[src/rtl/fetch_decode_buffer_pkg.sv]
// -----------------------------------------------------------------------------
// fetch_decode_buffer_pkg
// Shared constants for the fetch/decode instruction buffer.
//   FD_NOP        : instruction presented to decode when no entry is valid
//   FD_FIELD_W    : width of each field of a buffered entry
//   FD_ENTRY_W    : width of one buffered entry {instr, pc, pc+1}
//   FD_*_LSB      : bit offsets of the fields inside an entry
//   FD_DEPTH      : number of buffer slots
// -----------------------------------------------------------------------------
package fetch_decode_buffer_pkg;

    localparam int unsigned FD_FIELD_W     = 32;
    localparam int unsigned FD_ENTRY_W     = 96;
    localparam int unsigned FD_INSTR_LSB   = 64;
    localparam int unsigned FD_PC_LSB      = 32;
    localparam int unsigned FD_PC1_LSB     = 0;
    localparam logic [1:0]  FD_DEPTH       = 2'd2;
    localparam logic [31:0] FD_NOP         = 32'h0000_0000;

    typedef logic [1:0] fd_count_t;

    // Assemble one buffer entry from its three fields.
    function automatic logic [FD_ENTRY_W-1:0] fd_pack_entry(
        input logic [FD_FIELD_W-1:0] instr,
        input logic [FD_FIELD_W-1:0] pc,
        input logic [FD_FIELD_W-1:0] pc1
    );
        logic [FD_ENTRY_W-1:0] entry;
        entry = '0;
        entry[FD_INSTR_LSB +: FD_FIELD_W] = instr;
        entry[FD_PC_LSB    +: FD_FIELD_W] = pc;
        entry[FD_PC1_LSB   +: FD_FIELD_W] = pc1;
        return entry;
    endfunction

endpackage

[src/rtl/fd_skid_fifo.sv]
// -----------------------------------------------------------------------------
// fd_skid_fifo
// Two-deep FIFO of FD_ENTRY_W-wide entries with 1-bit wrapping pointers.
// Ports:
//   i_clk, i_rst_n  : clock, asynchronous active-low reset
//   i_push, i_data  : write i_data at the tail
//   i_pop           : remove the head (ignored when empty)
//   i_clear         : synchronous squash of all entries, wins over push/pop
//   o_count         : number of valid entries (0..2)
//   o_head          : entry at the head pointer (stale when o_count==0)
//   o_overflow      : sticky, set when a push found no free slot
// -----------------------------------------------------------------------------
module fd_skid_fifo
    import fetch_decode_buffer_pkg::*;
(
    input  logic                  i_clk,
    input  logic                  i_rst_n,
    input  logic                  i_push,
    input  logic                  i_pop,
    input  logic                  i_clear,
    input  logic [FD_ENTRY_W-1:0] i_data,
    output fd_count_t             o_count,
    output logic [FD_ENTRY_W-1:0] o_head,
    output logic                  o_overflow
);

    logic [FD_ENTRY_W-1:0] r_mem [0:1];
    logic                  r_head_ptr;
    logic                  r_tail_ptr;
    fd_count_t             r_count;
    logic                  r_overflow;

    logic                  w_do_pop;
    logic                  w_has_room;
    logic                  w_do_push;
    logic                  w_drop;
    fd_count_t             w_count_nxt;

    // A pop in the same cycle frees the slot a full-buffer push needs.
    assign w_do_pop   = i_pop & ~i_clear & (r_count != 2'd0);
    assign w_has_room = (r_count != FD_DEPTH) | w_do_pop;
    assign w_do_push  = i_push & ~i_clear & w_has_room;
    assign w_drop     = i_push & ~i_clear & ~w_has_room;

    // Next occupancy from the qualified push/pop pair.
    always_comb begin
        w_count_nxt = r_count;
        if (w_do_push && !w_do_pop) begin
            w_count_nxt = r_count + 2'd1;
        end else if (!w_do_push && w_do_pop) begin
            w_count_nxt = r_count - 2'd1;
        end else begin
            w_count_nxt = r_count;
        end
    end

    // Pointer and occupancy registers.
    always_ff @(posedge i_clk or negedge i_rst_n) begin
        if (!i_rst_n) begin
            r_head_ptr <= 1'b0;
            r_tail_ptr <= 1'b0;
            r_count    <= 2'd0;
        end else if (i_clear) begin
            r_head_ptr <= 1'b0;
            r_tail_ptr <= 1'b0;
            r_count    <= 2'd0;
        end else begin
            if (w_do_push) begin
                r_tail_ptr <= ~r_tail_ptr;
            end
            if (w_do_pop) begin
                r_head_ptr <= ~r_head_ptr;
            end
            r_count <= w_count_nxt;
        end
    end

    // Entry storage; a dropped push leaves the contents untouched.
    always_ff @(posedge i_clk or negedge i_rst_n) begin
        if (!i_rst_n) begin
            for (int i = 0; i < 2; i++) begin
                r_mem[i] <= '0;
            end
        end else if (w_do_push) begin
            r_mem[r_tail_ptr] <= i_data;
        end
    end

    // Sticky overflow flag; only reset clears it, a squash does not.
    always_ff @(posedge i_clk or negedge i_rst_n) begin
        if (!i_rst_n) begin
            r_overflow <= 1'b0;
        end else if (w_drop) begin
            r_overflow <= 1'b1;
        end
    end

    assign o_count    = r_count;
    assign o_head     = r_mem[r_head_ptr];
    assign o_overflow = r_overflow;

endmodule

[src/rtl/fetch_decode_buffer.sv]
// -----------------------------------------------------------------------------
// fetch_decode_buffer
// Two-entry instruction buffer between fetch and decode. An imem read issued
// in cycle N returns data in N+1; the PC pair issued with it is held in an
// in-flight register for that cycle and the three are pushed together.
// Ports:
//   i_clk, i_rst_n            : clock, asynchronous active-low reset
//   i_fetch_valid             : fetch issued an imem read this cycle
//   i_fetch_pc                : address sent to imem this cycle
//   i_fetch_incremented_pc    : i_fetch_pc + 1
//   i_q_imem                  : imem data for the previous cycle's read
//   i_flush                   : taken jump, squash everything
//   i_decode_ready            : decode accepts the head this cycle
//   o_f_d_valid               : head entry valid
//   o_f_d_instruction         : head instruction, FD_NOP when invalid
//   o_f_d_pc                  : head PC, 0 when invalid
//   o_f_d_incremented_pc      : head PC+1, 0 when invalid
//   o_buffer_full             : fetch must not issue this cycle
//   o_overflow_error          : sticky, a push arrived with no free slot
// -----------------------------------------------------------------------------
module fetch_decode_buffer
    import fetch_decode_buffer_pkg::*;
(
    input  logic                  i_clk,
    input  logic                  i_rst_n,
    input  logic                  i_fetch_valid,
    input  logic [FD_FIELD_W-1:0] i_fetch_pc,
    input  logic [FD_FIELD_W-1:0] i_fetch_incremented_pc,
    input  logic [FD_FIELD_W-1:0] i_q_imem,
    input  logic                  i_flush,
    input  logic                  i_decode_ready,
    output logic                  o_f_d_valid,
    output logic [FD_FIELD_W-1:0] o_f_d_instruction,
    output logic [FD_FIELD_W-1:0] o_f_d_pc,
    output logic [FD_FIELD_W-1:0] o_f_d_incremented_pc,
    output logic                  o_buffer_full,
    output logic                  o_overflow_error
);

    logic                  r_pending_valid;
    logic [FD_FIELD_W-1:0] r_pending_pc;
    logic [FD_FIELD_W-1:0] r_pending_pc1;

    fd_count_t             w_count;
    logic [FD_ENTRY_W-1:0] w_head;
    logic [FD_ENTRY_W-1:0] w_entry;
    logic                  w_head_valid;
    logic                  w_push;
    logic                  w_pop;
    logic                  w_overflow;
    logic [2:0]            w_occupancy;

    // In-flight stage: remembers which PC the imem data arriving next belongs to.
    always_ff @(posedge i_clk or negedge i_rst_n) begin
        if (!i_rst_n) begin
            r_pending_valid <= 1'b0;
            r_pending_pc    <= '0;
            r_pending_pc1   <= '0;
        end else if (i_flush) begin
            // A read issued alongside a taken jump is wrong-path.
            r_pending_valid <= 1'b0;
        end else begin
            r_pending_valid <= i_fetch_valid;
            if (i_fetch_valid) begin
                r_pending_pc  <= i_fetch_pc;
                r_pending_pc1 <= i_fetch_incremented_pc;
            end
        end
    end

    assign w_head_valid = (w_count != 2'd0);
    assign w_pop        = w_head_valid & i_decode_ready & ~i_flush;
    assign w_push       = r_pending_valid & ~i_flush;
    assign w_entry      = fd_pack_entry(i_q_imem, r_pending_pc, r_pending_pc1);

    fd_skid_fifo u_fifo (
        .i_clk      (i_clk),
        .i_rst_n    (i_rst_n),
        .i_push     (w_push),
        .i_pop      (w_pop),
        .i_clear    (i_flush),
        .i_data     (w_entry),
        .o_count    (w_count),
        .o_head     (w_head),
        .o_overflow (w_overflow)
    );

    // Slots claimed next cycle: buffered + in flight - leaving now. A pop
    // needs a valid head, so this never underflows.
    assign w_occupancy   = {1'b0, w_count} + {2'b00, r_pending_valid} - {2'b00, w_pop};
    assign o_buffer_full = (w_occupancy >= 3'd2);

    // Decode-facing outputs, masked so decode sees a clean NOP when empty.
    always_comb begin
        o_f_d_valid          = w_head_valid;
        o_f_d_instruction    = FD_NOP;
        o_f_d_pc             = '0;
        o_f_d_incremented_pc = '0;
        if (w_head_valid) begin
            o_f_d_instruction    = w_head[FD_INSTR_LSB +: FD_FIELD_W];
            o_f_d_pc             = w_head[FD_PC_LSB    +: FD_FIELD_W];
            o_f_d_incremented_pc = w_head[FD_PC1_LSB   +: FD_FIELD_W];
        end else begin
            o_f_d_instruction    = FD_NOP;
            o_f_d_pc             = '0;
            o_f_d_incremented_pc = '0;
        end
    end

    assign o_overflow_error = w_overflow;

endmodule
[config.mk]
export PLATFORM = sky130hd
export DESIGN_NAME = fetch_decode_buffer
export DESIGN_NICKNAME = d
export VERILOG_FILES = /design/src/rtl/fetch_decode_buffer_pkg.sv /design/src/rtl/fd_skid_fifo.sv /design/src/rtl/fetch_decode_buffer.sv
export SDC_FILE = /design/constraint.sdc
export NUM_CORES = 1
export LEC_CHECK = 0
export ABC_AREA = 1
export BUFFER_PORTS_ARGS = -buffer_cell sky130_fd_sc_hd__buf_2
export CORE_AREA = 2 2 139 141
export CTS_CLUSTER_SIZE = 28
export DETAILED_ROUTE_END_ITERATION = 10
export DIE_AREA = 0 0 141 143
export PLACE_DENSITY = 0.84
export SLEW_MARGIN = 20
export SYNTH_ARGS = -nofsm -noshare
export SYNTH_HDL_FRONTEND = slang
export SYNTH_SLANG_ARGS = --single-unit
[constraint.sdc]
create_clock -name i_clk -period 4.9 [get_ports i_clk]
set_input_delay 0.49 -clock i_clk [delete_from_list [all_inputs] [get_ports i_clk]]
set_output_delay 0.49 -clock i_clk [all_outputs]
set_load 0.05 [all_outputs]
==> results by stage <==
Global routing:
- The global-route total usage across every layer is 24.8%.
- The global-route wire length before repair is about 40 mm.
- The initial antenna violation count is 2.
- The via count of the first global-routing pass is about 8,600.
- Summed over all layers, the global routing overflow is 0.
- Entering global routing, the biggest net connects around 120 pins.

Clock network:
- The clock-pin transition on the worst setup and hold timing paths is around 0.060 ns.
- In this run the deepest clock path goes through 3 buffers.
- TritonCTS built the clock tree.
- The clock latency of the later-clocked register in the worst-skew pair is 0.52 ns.
- In this run, post-CTS repair resized a total of 0 instances.
- The number of setup buffers added after CTS is 0.
- In this run, post-CTS hold repair placed 0 buffers.
- The total CTS buffers is 27.
- The clock tree root driver cell is sky130_fd_sc_hd__clkbuf_16.
- CTS built an H-tree with a depth of 1.
- The clock sink total is around 260.

Die:
- The floorplan step set the die width to around 140 µm.
- The number of placement rows is 50.
- The initial utilization of the core area, before any placement, comes to 59.6%.
- For this design the top-level I/O count stands at 200.
- The core outline area is roughly 19,000 µm².
- The floorplan step defined a die boundary enclosing roughly 20,000 µm².
- The vertical extent of the die is 143 µm.

Timing:
- The clock period could shrink to between 3 and 4 ns.
- Across the routed clock network, the largest skew measured is around 0.012 ns.
- The share of the clock period used by the worst path is between 60% and 70%.
- Timing would allow up to 0.307 GHz.
- Setup repair after global routing left no endpoint under its margin.
- The number of hold violations in the final report is 0.
- The measured slew at the worst slew-check pin is ~1.0 ns.
- In this run the tightest slew margin relative to its limit is 32.5%.
- The number of setup violations in the final report is 0.
- The sum of negative setup slack is 0 ns.
- The final count of pins violating max slew is 0.

Logic synthesis:
- After synthesis, flip-flops and latches occupy about three fifths of the total area.
- After synthesis, the share of flip-flops with an asynchronous set or reset is between 90% and 100%.
- Ranked by total cell area, the synthesized netlist is headed by sky130_fd_sc_hd__dfrtp_1 59%, sky130_fd_sc_hd__nand2_1 16%, sky130_fd_sc_hd__o21ai_1 7.7%.
- After synthesis, the most frequently instantiated cells are 464 x sky130_fd_sc_hd__nand2_1, 262 x sky130_fd_sc_hd__dfrtp_1, 170 x sky130_fd_sc_hd__o21ai_1, 103 x sky130_fd_sc_hd__inv_1, 97 x sky130_fd_sc_hd__a21oi_1.
- The cell area after synthesis is about 11,000 µm².
- The number of instances in the synthesized netlist is roughly 1,300.
- The Yosys step of the flow raised 0 warnings.
- The number of nets in the synthesized netlist is between 1,000 and 1,500.
- The most common cell in the synthesized netlist is sky130_fd_sc_hd__nand2_1.
- The top cell type by total area after synthesis is sky130_fd_sc_hd__dfrtp_1.
- The most used flip-flop cell after synthesis is sky130_fd_sc_hd__dfrtp_1.
- A synthesized cell averages around 8.6 µm².
- The synthesized design contains approximately 260 register bits.
- Summed over its instances, the top area cell type makes up 59.2% of the synthesized netlist area.
- The count of cell types in the netlist is 25.
- The number of synthesized flops with an enable pin is 0.

Routing:
- The total routed wire length on the met1 layer is ~11 mm.
- The detailed-routing iteration count for the pre-antenna-repair pass is 8.
- Dividing the detail-routed wire length by the instance count gives between 10 and 15 µm.
- Once detail routing completed, the nets flagged for antenna violations numbered 0.
- For this run, design rule violations remaining after detail routing come to 0.
- The detailed router finished its first iteration with about 740 violations.
- The number of vias per cell is about 5.3.
- The final layout contains routed wiring with a total length of 25.0 mm.
- The total via count in the routed design is ~9,000.
- The total length of routed met2 wires is 11.9 mm.
- The detailed router used layers up to and including met4.
- The wire length on met3 is between 1.5 and 2 mm.

Worst hold path:
- The worst hold path belongs to the class in2async.

Worst setup path:
- The maximum cell stage delay along the critical path is 0.46 ns.
- The critical path data arrival time is ~2.8 ns.
- The critical path goes through inv_2 > nand2_4 > nand2_4 > inv_1 > ha_1 > or2_2 > fa_1 > xnor2_1 > nand2_1 > buf_2.
- The cell with the largest stage delay on the worst path is sky130_fd_sc_hd__dfrtp_1.
- The category of the worst setup path launch point is a register.
- Together, buffers and inverters on the worst path number 3.
- The maximum fanout along the worst path is 6.
- The data required time of the worst path is roughly 4.4 ns.
- The category of cells accounting for the largest share of critical-path delay is adder cells.
- The worst setup path is captured at an output port.
- The most numerous cell type found on the critical path is sky130_fd_sc_hd__nand2_4.
- The worst setup path is of the reg2out kind.

Layout:
- The number of nets in the finished design is around 1,500.
- In the final layout, the share of cells above drive strength 1 is 18.2%.
- The area added between synthesis and finish is 17.2%.

Pwr:
- The power density over cell area is between 500 and 600 nW/µm².
- The leakage power total is about 0.0066 µW.
- The post-route total power is roughly 7000 µW.
- Across the VDD grid, the largest voltage drop is between 0.3 and 0.4 mV.

Flow run:
- The max-capacitance violation count is 0.

Run status:
- The run finished with clean final reports.

Place:
- The count of input and output buffers is 199.
- The total half-perimeter wirelength after legalization and detailed placement is about 15 mm.
- The final weighted congestion in routability-driven placement is slightly above 0.8.
[flip-flops by register name (all words and copies together) (netlist names)]
signal and count:
u_fifo.r_head_ptr 1, u_fifo.o_overflow 1, r_pending_pc 32, u_fifo.r_mem 192, r_pending_valid 1, u_fifo.o_count 2, u_fifo.r_tail_ptr 1, r_pending_pc1 32
[worst reg2reg max path, stage by stage, from the launching register on]
cell                       delay (ns)
sky130_fd_sc_hd__dfrtp_1         0.48
sky130_fd_sc_hd__inv_2           0.09
sky130_fd_sc_hd__nand2_4         0.10
sky130_fd_sc_hd__nand2_4         0.08
sky130_fd_sc_hd__nand2_4         0.10
sky130_fd_sc_hd__nand3b_4        0.71
sky130_fd_sc_hd__buf_12          0.62
sky130_fd_sc_hd__o21ai_0         0.31
[logic make-up (layout without fill, tap and decap cells)]
| group | count (synthesis) | after routing | share of synthesized area, % |
|---|---|---|---|
| fa+ha+maj | 2 | 2 | 0.294 |
| flops | 262 | 262 | 59.2 |
| xor+xnor | 1 | 1 | 0.0791 |
| simple gates | 478 | 478 | 16.7 |
| buf+inv | 194 | 365 | 7.56 |
| compound gates | 356 | 356 | 16.1 |
| other cells | 0 | 2 | 0 |
[cell usage in the layout (no fill, tap or decap), drive strengths merged]
cell type  instances
inv              104
nor2               3
nand2            467
or2                1
clkinvlp           3
a21oi             97
dfrtp            262
diode              2
bufinv             3
ha                 1
o21ai            258
buf              209
fa                 1
o21bai             1
nand4              2
clkbuf            36
clkinv            10
nand3              4
nand3b             1
xnor2              1
[per-layer routing]
layer,vias to the layer above,GRT usage (%)
li1,4426,-
met1,4245,35.7
met2,277,40.1
met3,35,3.66
met4,0,6.84
met5,-,0
[power breakdown]
part           leakage [µW]  switching, µW  total, µW  internal [µW]
sequential          0.00331            293       3000           2700
combinational       0.00284           1310       1820            513
clock              0.000444            809       2050           1240
total               0.00659           2410       6880           4460
[metrics by stage]
| stage | cell area (µm²) | setup WS, ns | std cells | utilization (%) | hold WS, ns |
|---|---|---|---|---|---|
| 4_1_cts | 13000 | 1.64 | 1698 | 69.8 | 0.0878 |
| 5_1_grt | 13000 | 1.54 | 1699 | 69.8 | 0.0967 |
| 2_1_floorplan | 11100 | 2.13 | 1293 | - | 0.194 |
| 3_3_place_gp | 12100 | 2.06 | 1649 | 64.9 | 0.467 |
| 3_5_place_dp | 12100 | 2.05 | 1649 | 64.9 | 0.474 |
| 6_report | 13000 | 1.64 | 1700 | 69.8 | 0.0121 |
[path summary, 6_finish.rpt]
kind | start | endpoint | slack, ns | depth (start not counted)
min reg2reg | u_fifo.r_mem[191] | u_fifo.r_mem[191] | 0.49 | 2
max in group asynchronous | i_rst_n | u_fifo.r_mem[176] | 3.60 | 2
max reg2reg | u_fifo.o_count[1] | u_fifo.r_mem[183] | 2.31 | 7
max | u_fifo.o_count[1] | o_buffer_full | 1.64 | 10
min in group i_clk | i_fetch_incremented_pc[10] | r_pending_pc1[10] | 0.18 | 3
min | i_rst_n | u_fifo.r_mem[118] | 0.01 | 1
[area by class of cell]
type	count	area, µm²
multi-input cells	837	3690
inverters	107	405
clock inverters	13	148
clock buffers	36	759
diodes	2	5.00
well taps	234	293
fillers	1462	5610
repair buffers	209	1120
flip-flops and latches	262	6560
Power figures use the tool's default switching activity.
